$ cat config.mk
export PLATFORM = sky130hd
export DESIGN_NAME = pipe_ctrl_flat
export DESIGN_NICKNAME = d
export VERILOG_FILES = /design/src/rtl/pipe_ctrl_pkg.sv /design/src/rtl/pipe_ctrl_if.sv /design/src/rtl/pipe_ctrl_mdu_timer.sv /design/src/rtl/pipe_ctrl.sv /design/src/flat_wrapper.sv
export SDC_FILE = /design/constraint.sdc
export NUM_CORES = 1
export LEC_CHECK = 0
export ABC_AREA = 1
export BUFFER_PORTS_ARGS = -buffer_cell sky130_fd_sc_hd__buf_2
export CAP_MARGIN = 20
export CORE_UTILIZATION = 30
export DETAILED_ROUTE_END_ITERATION = 12
export PLACE_DENSITY = 0.56
export SLEW_MARGIN = 25
export SYNTH_ARGS = -nofsm -noshare
export SYNTH_HDL_FRONTEND = slang
export SYNTH_SLANG_ARGS = --single-unit
$ cat constraint.sdc
create_clock -name clk -period 2.5 [get_ports clk]
set_clock_uncertainty 0.1 [all_clocks]
set_input_delay 0.25 -clock clk [delete_from_list [all_inputs] [get_ports clk]]
set_output_delay 0.25 -clock clk [all_outputs]
set_load 0.05 [all_outputs]
$ cat src/rtl/pipe_ctrl_pkg.sv
// pipe_ctrl_pkg
//   Shared constants and types for the pipeline stall/flush scheduler.
//   - REG_ID_W       : architectural register index width
//   - mem_state_e    : data-memory wait FSM states
//   - W_* / K_*      : bit positions inside the wen / kill control vectors
//   - WEN_* / KILL_* : control vectors for each scheduling decision
package pipe_ctrl_pkg;

    localparam int REG_ID_W = 5;

    typedef enum logic [1:0] {
        M_IDLE = 2'd0,
        M_WAIT = 2'd1,
        M_ERR  = 2'd2
    } mem_state_e;

    // wen vector: {pc, IF_ID, ID_EX, EX_MEM, MEM_WB}
    localparam int W_PC     = 4;
    localparam int W_IF_ID  = 3;
    localparam int W_ID_EX  = 2;
    localparam int W_EX_MEM = 1;
    localparam int W_MEM_WB = 0;

    // kill vector: {ID, EX, MEM, WB}
    localparam int K_ID  = 3;
    localparam int K_EX  = 2;
    localparam int K_MEM = 1;
    localparam int K_WB  = 0;

    localparam logic [4:0] WEN_RUN       = 5'b11111;
    localparam logic [4:0] WEN_MEM_STALL = 5'b00001;
    localparam logic [4:0] WEN_MDU_STALL = 5'b00011;
    localparam logic [4:0] WEN_LU_STALL  = 5'b00111;

    localparam logic [3:0] KILL_NONE      = 4'b0000;
    localparam logic [3:0] KILL_MEM_STALL = 4'b0001;
    localparam logic [3:0] KILL_MDU_STALL = 4'b0010;
    localparam logic [3:0] KILL_REDIRECT  = 4'b1100;
    localparam logic [3:0] KILL_LU        = 4'b0100;

endpackage

$ cat src/rtl/pipe_ctrl_if.sv
// pipe_ctrl_if
//   Bundle between the pipeline datapath and the stall/flush scheduler.
//   master : datapath side, drives hazard sources, receives wen/kill/status
//   slave  : scheduler side (pipe_ctrl)
//   Hazard sources : rs1_ID, rs2_ID, rs1_used_ID, rs2_used_ID, rd_EX, load_EX,
//                    redirect_EX, mdu_op_EX, mem_req_MEM, mem_ack
//   Controls       : pc_wen, wen_IF_ID, wen_ID_EX, wen_EX_MEM, wen_MEM_WB,
//                    kill_ID, kill_EX, kill_MEM, kill_WB
//   Status         : mdu_done, mem_err, stall_cnt[CNT_W]
interface pipe_ctrl_if
    import pipe_ctrl_pkg::*;
#(
    parameter int CNT_W = 32
);
    logic [REG_ID_W-1:0] rs1_ID;
    logic [REG_ID_W-1:0] rs2_ID;
    logic                rs1_used_ID;
    logic                rs2_used_ID;
    logic [REG_ID_W-1:0] rd_EX;
    logic                load_EX;
    logic                redirect_EX;
    logic                mdu_op_EX;
    logic                mem_req_MEM;
    logic                mem_ack;

    logic                pc_wen;
    logic                wen_IF_ID;
    logic                wen_ID_EX;
    logic                wen_EX_MEM;
    logic                wen_MEM_WB;
    logic                kill_ID;
    logic                kill_EX;
    logic                kill_MEM;
    logic                kill_WB;
    logic                mdu_done;
    logic                mem_err;
    logic [CNT_W-1:0]    stall_cnt;

    modport master (
        output rs1_ID, rs2_ID, rs1_used_ID, rs2_used_ID, rd_EX, load_EX,
               redirect_EX, mdu_op_EX, mem_req_MEM, mem_ack,
        input  pc_wen, wen_IF_ID, wen_ID_EX, wen_EX_MEM, wen_MEM_WB,
               kill_ID, kill_EX, kill_MEM, kill_WB, mdu_done, mem_err, stall_cnt
    );

    modport slave (
        input  rs1_ID, rs2_ID, rs1_used_ID, rs2_used_ID, rd_EX, load_EX,
               redirect_EX, mdu_op_EX, mem_req_MEM, mem_ack,
        output pc_wen, wen_IF_ID, wen_ID_EX, wen_EX_MEM, wen_MEM_WB,
               kill_ID, kill_EX, kill_MEM, kill_WB, mdu_done, mem_err, stall_cnt
    );

endinterface

$ cat src/rtl/pipe_ctrl_mdu_timer.sv
// pipe_ctrl_mdu_timer
//   Residency timer for a multi-cycle MUL/DIV op sitting in EX.
//   Counts MDU_LAT-1 down to 1; the op's result is valid while the count is 1.
//   clk        in  clock
//   rst        in  asynchronous active-high reset (count cleared)
//   mdu_op_i   in  valid MUL/DIV op in EX
//   s_mem_i    in  memory stall active (EX cannot advance)
//   mdu_done_o out MDU result valid in EX this cycle
module pipe_ctrl_mdu_timer #(
    parameter int MDU_LAT = 34
) (
    input  logic clk,
    input  logic rst,
    input  logic mdu_op_i,
    input  logic s_mem_i,
    output logic mdu_done_o
);
    localparam int CW = $clog2(MDU_LAT);
    localparam logic [CW-1:0] C_LOAD = CW'(MDU_LAT - 1);
    localparam logic [CW-1:0] C_ONE  = CW'(1);

    logic [CW-1:0] cnt_q, cnt_d;

    // The countdown keeps running under a memory stall; only the final
    // "done" count waits for the stall to clear so the result is consumed.
    always_comb begin
        cnt_d = cnt_q;
        if (cnt_q == '0) begin
            if (mdu_op_i && !s_mem_i) begin
                cnt_d = C_LOAD;
            end
        end else if (cnt_q != C_ONE) begin
            cnt_d = cnt_q - C_ONE;
        end else if (!s_mem_i) begin
            cnt_d = '0;
        end
    end

    always_ff @(posedge clk or posedge rst) begin
        if (rst) begin
            cnt_q <= '0;
        end else begin
            cnt_q <= cnt_d;
        end
    end

    assign mdu_done_o = (cnt_q == C_ONE);

endmodule

$ cat src/rtl/pipe_ctrl.sv
// pipe_ctrl
//   Stall/flush scheduler for the 5-stage pipeline. Produces write enables and
//   bubble kills for PC, IF_ID, ID_EX, EX_MEM, MEM_WB from load-use hazards,
//   EX redirects, multi-cycle MDU ops and data-memory wait states (with
//   timeout). Counts stalled cycles (pc_wen=0) in a saturating counter.
//   clk  in  clock
//   rst  in  asynchronous active-high reset; forces wen=0, kill=1
//   bus  pipe_ctrl_if.slave (hazard sources in, controls/status out)
//
//   Mem wait FSM
//   state  | meaning
//   M_IDLE | no outstanding stalled access
//   M_WAIT | access stalled, counting wait cycles up to MEM_TIMEOUT
//   M_ERR  | timeout: one-cycle release, faulting op retired as a bubble
module pipe_ctrl
    import pipe_ctrl_pkg::*;
#(
    parameter int MDU_LAT     = 34,
    parameter int MEM_TIMEOUT = 255,
    parameter int CNT_W       = 32
) (
    input  logic       clk,
    input  logic       rst,
    pipe_ctrl_if.slave bus
);
    localparam int WW = $clog2(MEM_TIMEOUT + 1);
    localparam logic [WW-1:0] W_ONE   = WW'(1);
    localparam logic [WW-1:0] W_LIMIT = WW'(MEM_TIMEOUT);

    mem_state_e       state_q, state_d;
    logic [WW-1:0]    wcnt_q, wcnt_d;
    logic [CNT_W-1:0] stall_cnt_q, stall_cnt_d;

    logic       s_mem, s_mdu, s_lu, mdu_done;
    logic [4:0] wen;
    logic [3:0] kill;

    assign s_mem = bus.mem_req_MEM & ~bus.mem_ack & (state_q != M_ERR);
    assign s_mdu = bus.mdu_op_EX & ~mdu_done;
    assign s_lu  = bus.load_EX & (bus.rd_EX != '0)
                 & ((bus.rs1_used_ID & (bus.rs1_ID == bus.rd_EX))
                  | (bus.rs2_used_ID & (bus.rs2_ID == bus.rd_EX)));

    pipe_ctrl_mdu_timer #(
        .MDU_LAT(MDU_LAT)
    ) u_mdu_timer (
        .clk        (clk),
        .rst        (rst),
        .mdu_op_i   (bus.mdu_op_EX),
        .s_mem_i    (s_mem),
        .mdu_done_o (mdu_done)
    );

    // Redirect sits below the EX-holding stalls so it is only taken when EX
    // actually advances; it outranks load-use because ID gets squashed.
    always_comb begin
        wen  = WEN_RUN;
        kill = KILL_NONE;
        if (s_mem) begin
            wen  = WEN_MEM_STALL;
            kill = KILL_MEM_STALL;
        end else if (s_mdu) begin
            wen  = WEN_MDU_STALL;
            kill = KILL_MDU_STALL;
        end else if (bus.redirect_EX) begin
            kill = KILL_REDIRECT;
        end else if (s_lu) begin
            wen  = WEN_LU_STALL;
            kill = KILL_LU;
        end
        if (state_q == M_ERR) begin
            kill[K_WB] = 1'b1;
        end
    end

    always_comb begin
        state_d = state_q;
        wcnt_d  = wcnt_q;
        case (state_q)
            M_IDLE: begin
                if (s_mem) begin
                    state_d = M_WAIT;
                    wcnt_d  = W_ONE;
                end
            end
            M_WAIT: begin
                if (bus.mem_ack) begin
                    state_d = M_IDLE;
                end else if (wcnt_q == W_LIMIT) begin
                    state_d = M_ERR;
                end else begin
                    wcnt_d = wcnt_q + W_ONE;
                end
            end
            M_ERR:   state_d = M_IDLE;
            default: state_d = M_IDLE;
        endcase
    end

    always_comb begin
        stall_cnt_d = stall_cnt_q;
        if (!wen[W_PC] && (stall_cnt_q != '1)) begin
            stall_cnt_d = stall_cnt_q + CNT_W'(1);
        end
    end

    always_ff @(posedge clk or posedge rst) begin
        if (rst) begin
            state_q     <= M_IDLE;
            wcnt_q      <= '0;
            stall_cnt_q <= '0;
        end else begin
            state_q     <= state_d;
            wcnt_q      <= wcnt_d;
            stall_cnt_q <= stall_cnt_d;
        end
    end

    // Reset overrides the combinational controls immediately, not at the edge.
    assign bus.pc_wen     = ~rst & wen[W_PC];
    assign bus.wen_IF_ID  = ~rst & wen[W_IF_ID];
    assign bus.wen_ID_EX  = ~rst & wen[W_ID_EX];
    assign bus.wen_EX_MEM = ~rst & wen[W_EX_MEM];
    assign bus.wen_MEM_WB = ~rst & wen[W_MEM_WB];
    assign bus.kill_ID    = rst | kill[K_ID];
    assign bus.kill_EX    = rst | kill[K_EX];
    assign bus.kill_MEM   = rst | kill[K_MEM];
    assign bus.kill_WB    = rst | kill[K_WB];
    assign bus.mdu_done   = ~rst & mdu_done;
    assign bus.mem_err    = ~rst & (state_q == M_ERR);
    assign bus.stall_cnt  = stall_cnt_q;

endmodule

$ cat src/flat_wrapper.sv
// flat-port wrapper written by rule: the top's interface ports become plain ports
module pipe_ctrl_flat import pipe_ctrl_pkg::*;
#(
    parameter int MDU_LAT     = 34,
    parameter int MEM_TIMEOUT = 255,
    parameter int CNT_W       = 32
)
  (clk, rst, bus_rs1_ID, bus_rs2_ID, bus_rs1_used_ID, bus_rs2_used_ID, bus_rd_EX, bus_load_EX, bus_redirect_EX, bus_mdu_op_EX, bus_mem_req_MEM, bus_mem_ack, bus_pc_wen, bus_wen_IF_ID, bus_wen_ID_EX, bus_wen_EX_MEM, bus_wen_MEM_WB, bus_kill_ID, bus_kill_EX, bus_kill_MEM, bus_kill_WB, bus_mdu_done, bus_mem_err, bus_stall_cnt);
  pipe_ctrl_if #(.CNT_W(CNT_W)) bus_i ();
  input  logic clk;
  input  logic rst;
  input wire logic [$bits(bus_i.rs1_ID)-1:0] bus_rs1_ID;
  input wire logic [$bits(bus_i.rs2_ID)-1:0] bus_rs2_ID;
  input wire logic [$bits(bus_i.rs1_used_ID)-1:0] bus_rs1_used_ID;
  input wire logic [$bits(bus_i.rs2_used_ID)-1:0] bus_rs2_used_ID;
  input wire logic [$bits(bus_i.rd_EX)-1:0] bus_rd_EX;
  input wire logic [$bits(bus_i.load_EX)-1:0] bus_load_EX;
  input wire logic [$bits(bus_i.redirect_EX)-1:0] bus_redirect_EX;
  input wire logic [$bits(bus_i.mdu_op_EX)-1:0] bus_mdu_op_EX;
  input wire logic [$bits(bus_i.mem_req_MEM)-1:0] bus_mem_req_MEM;
  input wire logic [$bits(bus_i.mem_ack)-1:0] bus_mem_ack;
  output wire logic [$bits(bus_i.pc_wen)-1:0] bus_pc_wen;
  output wire logic [$bits(bus_i.wen_IF_ID)-1:0] bus_wen_IF_ID;
  output wire logic [$bits(bus_i.wen_ID_EX)-1:0] bus_wen_ID_EX;
  output wire logic [$bits(bus_i.wen_EX_MEM)-1:0] bus_wen_EX_MEM;
  output wire logic [$bits(bus_i.wen_MEM_WB)-1:0] bus_wen_MEM_WB;
  output wire logic [$bits(bus_i.kill_ID)-1:0] bus_kill_ID;
  output wire logic [$bits(bus_i.kill_EX)-1:0] bus_kill_EX;
  output wire logic [$bits(bus_i.kill_MEM)-1:0] bus_kill_MEM;
  output wire logic [$bits(bus_i.kill_WB)-1:0] bus_kill_WB;
  output wire logic [$bits(bus_i.mdu_done)-1:0] bus_mdu_done;
  output wire logic [$bits(bus_i.mem_err)-1:0] bus_mem_err;
  output wire logic [$bits(bus_i.stall_cnt)-1:0] bus_stall_cnt;
  assign bus_i.rs1_ID = bus_rs1_ID;
  assign bus_i.rs2_ID = bus_rs2_ID;
  assign bus_i.rs1_used_ID = bus_rs1_used_ID;
  assign bus_i.rs2_used_ID = bus_rs2_used_ID;
  assign bus_i.rd_EX = bus_rd_EX;
  assign bus_i.load_EX = bus_load_EX;
  assign bus_i.redirect_EX = bus_redirect_EX;
  assign bus_i.mdu_op_EX = bus_mdu_op_EX;
  assign bus_i.mem_req_MEM = bus_mem_req_MEM;
  assign bus_i.mem_ack = bus_mem_ack;
  assign bus_pc_wen = bus_i.pc_wen;
  assign bus_wen_IF_ID = bus_i.wen_IF_ID;
  assign bus_wen_ID_EX = bus_i.wen_ID_EX;
  assign bus_wen_EX_MEM = bus_i.wen_EX_MEM;
  assign bus_wen_MEM_WB = bus_i.wen_MEM_WB;
  assign bus_kill_ID = bus_i.kill_ID;
  assign bus_kill_EX = bus_i.kill_EX;
  assign bus_kill_MEM = bus_i.kill_MEM;
  assign bus_kill_WB = bus_i.kill_WB;
  assign bus_mdu_done = bus_i.mdu_done;
  assign bus_mem_err = bus_i.mem_err;
  assign bus_stall_cnt = bus_i.stall_cnt;
  pipe_ctrl #(.MDU_LAT(MDU_LAT), .MEM_TIMEOUT(MEM_TIMEOUT), .CNT_W(CNT_W)) u_core (.clk(clk), .rst(rst), .bus(bus_i));
endmodule
==> reports/summary.txt <==
I/O pin count: 67
Via density: 4.850
Combinational Power Share: 30.7%
Worst Setup SP: u_core.u_mdu_timer.cnt_q[1]
GP Congestion: 0.8873
commonest non-fill, non-tap cell in the layout: nand2_1
synthesis-to-layout area growth: 19.38%
CTS hold repair buffers: 0
aggregate global routing overflow: 0
area leader, netlist: dfrtp_1
drt initial violations: 250
f_max: 0.4299 GHz
initial antenna violation count: 0
die area: 11840 sq um
core outline area: 10980 sq um
Synth area leaders: dfrtp_1, nand2_1, nor2_1
Routed wire per std cell: 13.30 um
Yosys reg bits: 48
Net Count, Synth: 546
GRT Util Overall: 17.56%
Min-Delay Path Class: input pin to register
Synth Flop Type: dfrtp_1
Critical Path AT: 1.98 ns
DRT antenna net count: 0
Post-synth ARST share: 100.0%
EDFF count, synth: 0
final wirelength: 9659 um
worst slack at placement: 0.3987 ns
number of port buffers: 66
Mean Syn Cell Area: 6.606 sq um
Via Count: 3521
TritonCTS clock tree: built
FP Rows: 38
Crit path required time: 2.15 ns
CTS max path bufs: 2
Ant. Diodes: 0
power density over the cells: 621.7 nW/um^2
worst slew pin tran: 0.4327 ns
crit-path max cell delay: 0.39 ns
sw frac: 37.20%
drt pass-1 iters: 5
internal power: 0.001595 W
Mapped Cells: 518
Final WS setup: 0.1738 ns
Yosys top cell area share: 35.10%
DRC: 0
largest net degree at the start of global routing: 34
Finished Cell Area: 4085 sq um
Final HPWL DP: 7462 um
worst-case headroom to the max-slew limit: 70.93%
RSZ-0062 raised after global routing: false
initial core utilization: 31.16%
max_cap viols: 0
period utilization: 93.05%
commonest non-fill, non-tap cells in the layout: nand2_1, nor2_1, buf_2
H-tree levels: 2
Tmin final: 2.326 ns
Root Driver: clkbuf_16
ratio of cells with drive above 1 in the final layout: 17.41%
Chip Height: 108.8 um
Mapped Area: 3422 sq um
Hold Vio Cnt, Final: 0
clk_lat worst skew: 0.29 ns
critical path cell sequence: inv_1 -> ha_1 -> nand3_2 -> a21oi_4 -> nand2_2 -> nand2_1 -> o21bai_1 -> buf_2
Clock power frac: 29.7%
launch point of the worst reg-to-reg path: u_core.bus.stall_cnt[0]
switching pwr: 0.0009450 W
Startpoint Class: register
crit-path leading delay family: buffers and inverters
hold path startpoint: bus_mem_ack
Cell variety after synth: 29
post-synthesis sequential area ratio: 35.10%
Buf+Inv Stages, Crit Path: 2
Leakage Power: 2.103 nW
global-route wire length before repair: 16430 um
number of global-route vias before repair: 3347
Worst setup EP type: primary output
Max VDD drop: 337.9 uV
TritonCTS Buffers: 5
synthesis warning total: 0
max-slew violations: 0
Slowest-stage cell, CP: dfrtp_1
sequential share of power: 39.6%
Overall Power: 0.002540 W
WS Path Type: register to primary output
clock sink count: 48
status: finished, final reports clean
Worst Path Max Fanout: 8
die width: 108.8 um
final setup fails: 0
Layout Nets: 613
Clk pin slew, worst setup/hold paths: 0.06 ns
Post-DP Area: 3914 sq um
-- sequential cells by signal, indices dropped and copies added (netlist names) --
name	cells
u_core.state_q	2
u_core.u_mdu_timer.cnt_q	6
u_core.bus.stall_cnt	32
u_core.wcnt_q	8
-- cells by family after synthesis --
logic type	synth area share [%]
simple gates	47.86
buf+inv	7.239
flops	35.10
compound gates	3.473
xor+xnor	4.863
fa+ha+maj	1.463
-- cell usage after synthesis, types with 6 or more instances --
| cell | number |
|---|---|
| xor2_1 | 13 |
| inv_1 | 37 |
| nand3b_1 | 16 |
| a21oi_1 | 7 |
| nand2_1 | 207 |
| nor2_1 | 72 |
| nand3_1 | 19 |
| dfrtp_1 | 48 |
| buf_2 | 9 |
| nand4_1 | 36 |
| xnor2_1 | 6 |
-- through the flow --
step                hold WS [ns]  TNS [ns]  std cells  utilization, %
finish                   0.05073         0        726           37.20
global route             0.06269         0        726           37.20
CTS                      0.04898         0        726           37.13
detailed placement        0.3550         0        718           35.63
global placement          0.3511         0        718           35.63
floorplan                 0.2210   -0.2216        518               -
-- final timing paths --
check,cells past startpoint,to,slack (ns)
worst min-delay path,2,u_core.state_q[1],0.05
worst max register to register,10,u_core.bus.stall_cnt[31],0.37
max in group asynchronous,3,u_core.bus.stall_cnt[27],1.94
min in group asynchronous,3,u_core.state_q[1],0.11
worst min register to register,1,u_core.state_q[1],0.39
worst max-delay path,8,bus_kill_EX,0.17
-- layer usage --
| metal | GRT usage (%) | wire length (um) |
|---|---|---|
| met1 | 24.28 | 4758 |
| met2 | 28.30 | 4321 |
| met3 | 2.809 | 428 |
| met4 | 4.730 | 151 |
| met5 | 0 | 0 |
-- final cells by class --
cell class	instances	area, sq um
fill	1159	6898
multi-input combinational	414	1984
sequential	48	1201
timing repair buffer	73	395.4
tap	140	175.2
inverter	43	165.2
clock buffer	6	128.9
clock inverter	2	35.03
-- power by group through the flow --
stage | combinational, W | clock [W] | sequential (W)
final | 0.000780 | 0.000755 | 0.00101
after global routing | 0.000870 | 0.000807 | 0.00103
after CTS | 0.000784 | 0.000773 | 0.00101
after detailed placement | 0.000780 | 0 | 0.00102
after global placement | 0.000766 | 0 | 0.00101
after floorplan | 0.000478 | 0 | 0.00112
-- worst reg2reg max path: stages (launching register included) --
cell     delay, ns
dfrtp_1       0.46
ha_1          0.29
nand3_2       0.14
inv_2         0.12
nand3_2       0.10
nor2_1        0.15
nand3_2       0.10
nand3_2       0.28
buf_12        0.20
nand2_1       0.07
nand2_1       0.06
-- repair_timing --
action	CTS	global route
resized for setup	0	1
setup endpoints to repair	0	1
setup buffers	0	0
Note: power is estimated with default switching activity, not from simulation.
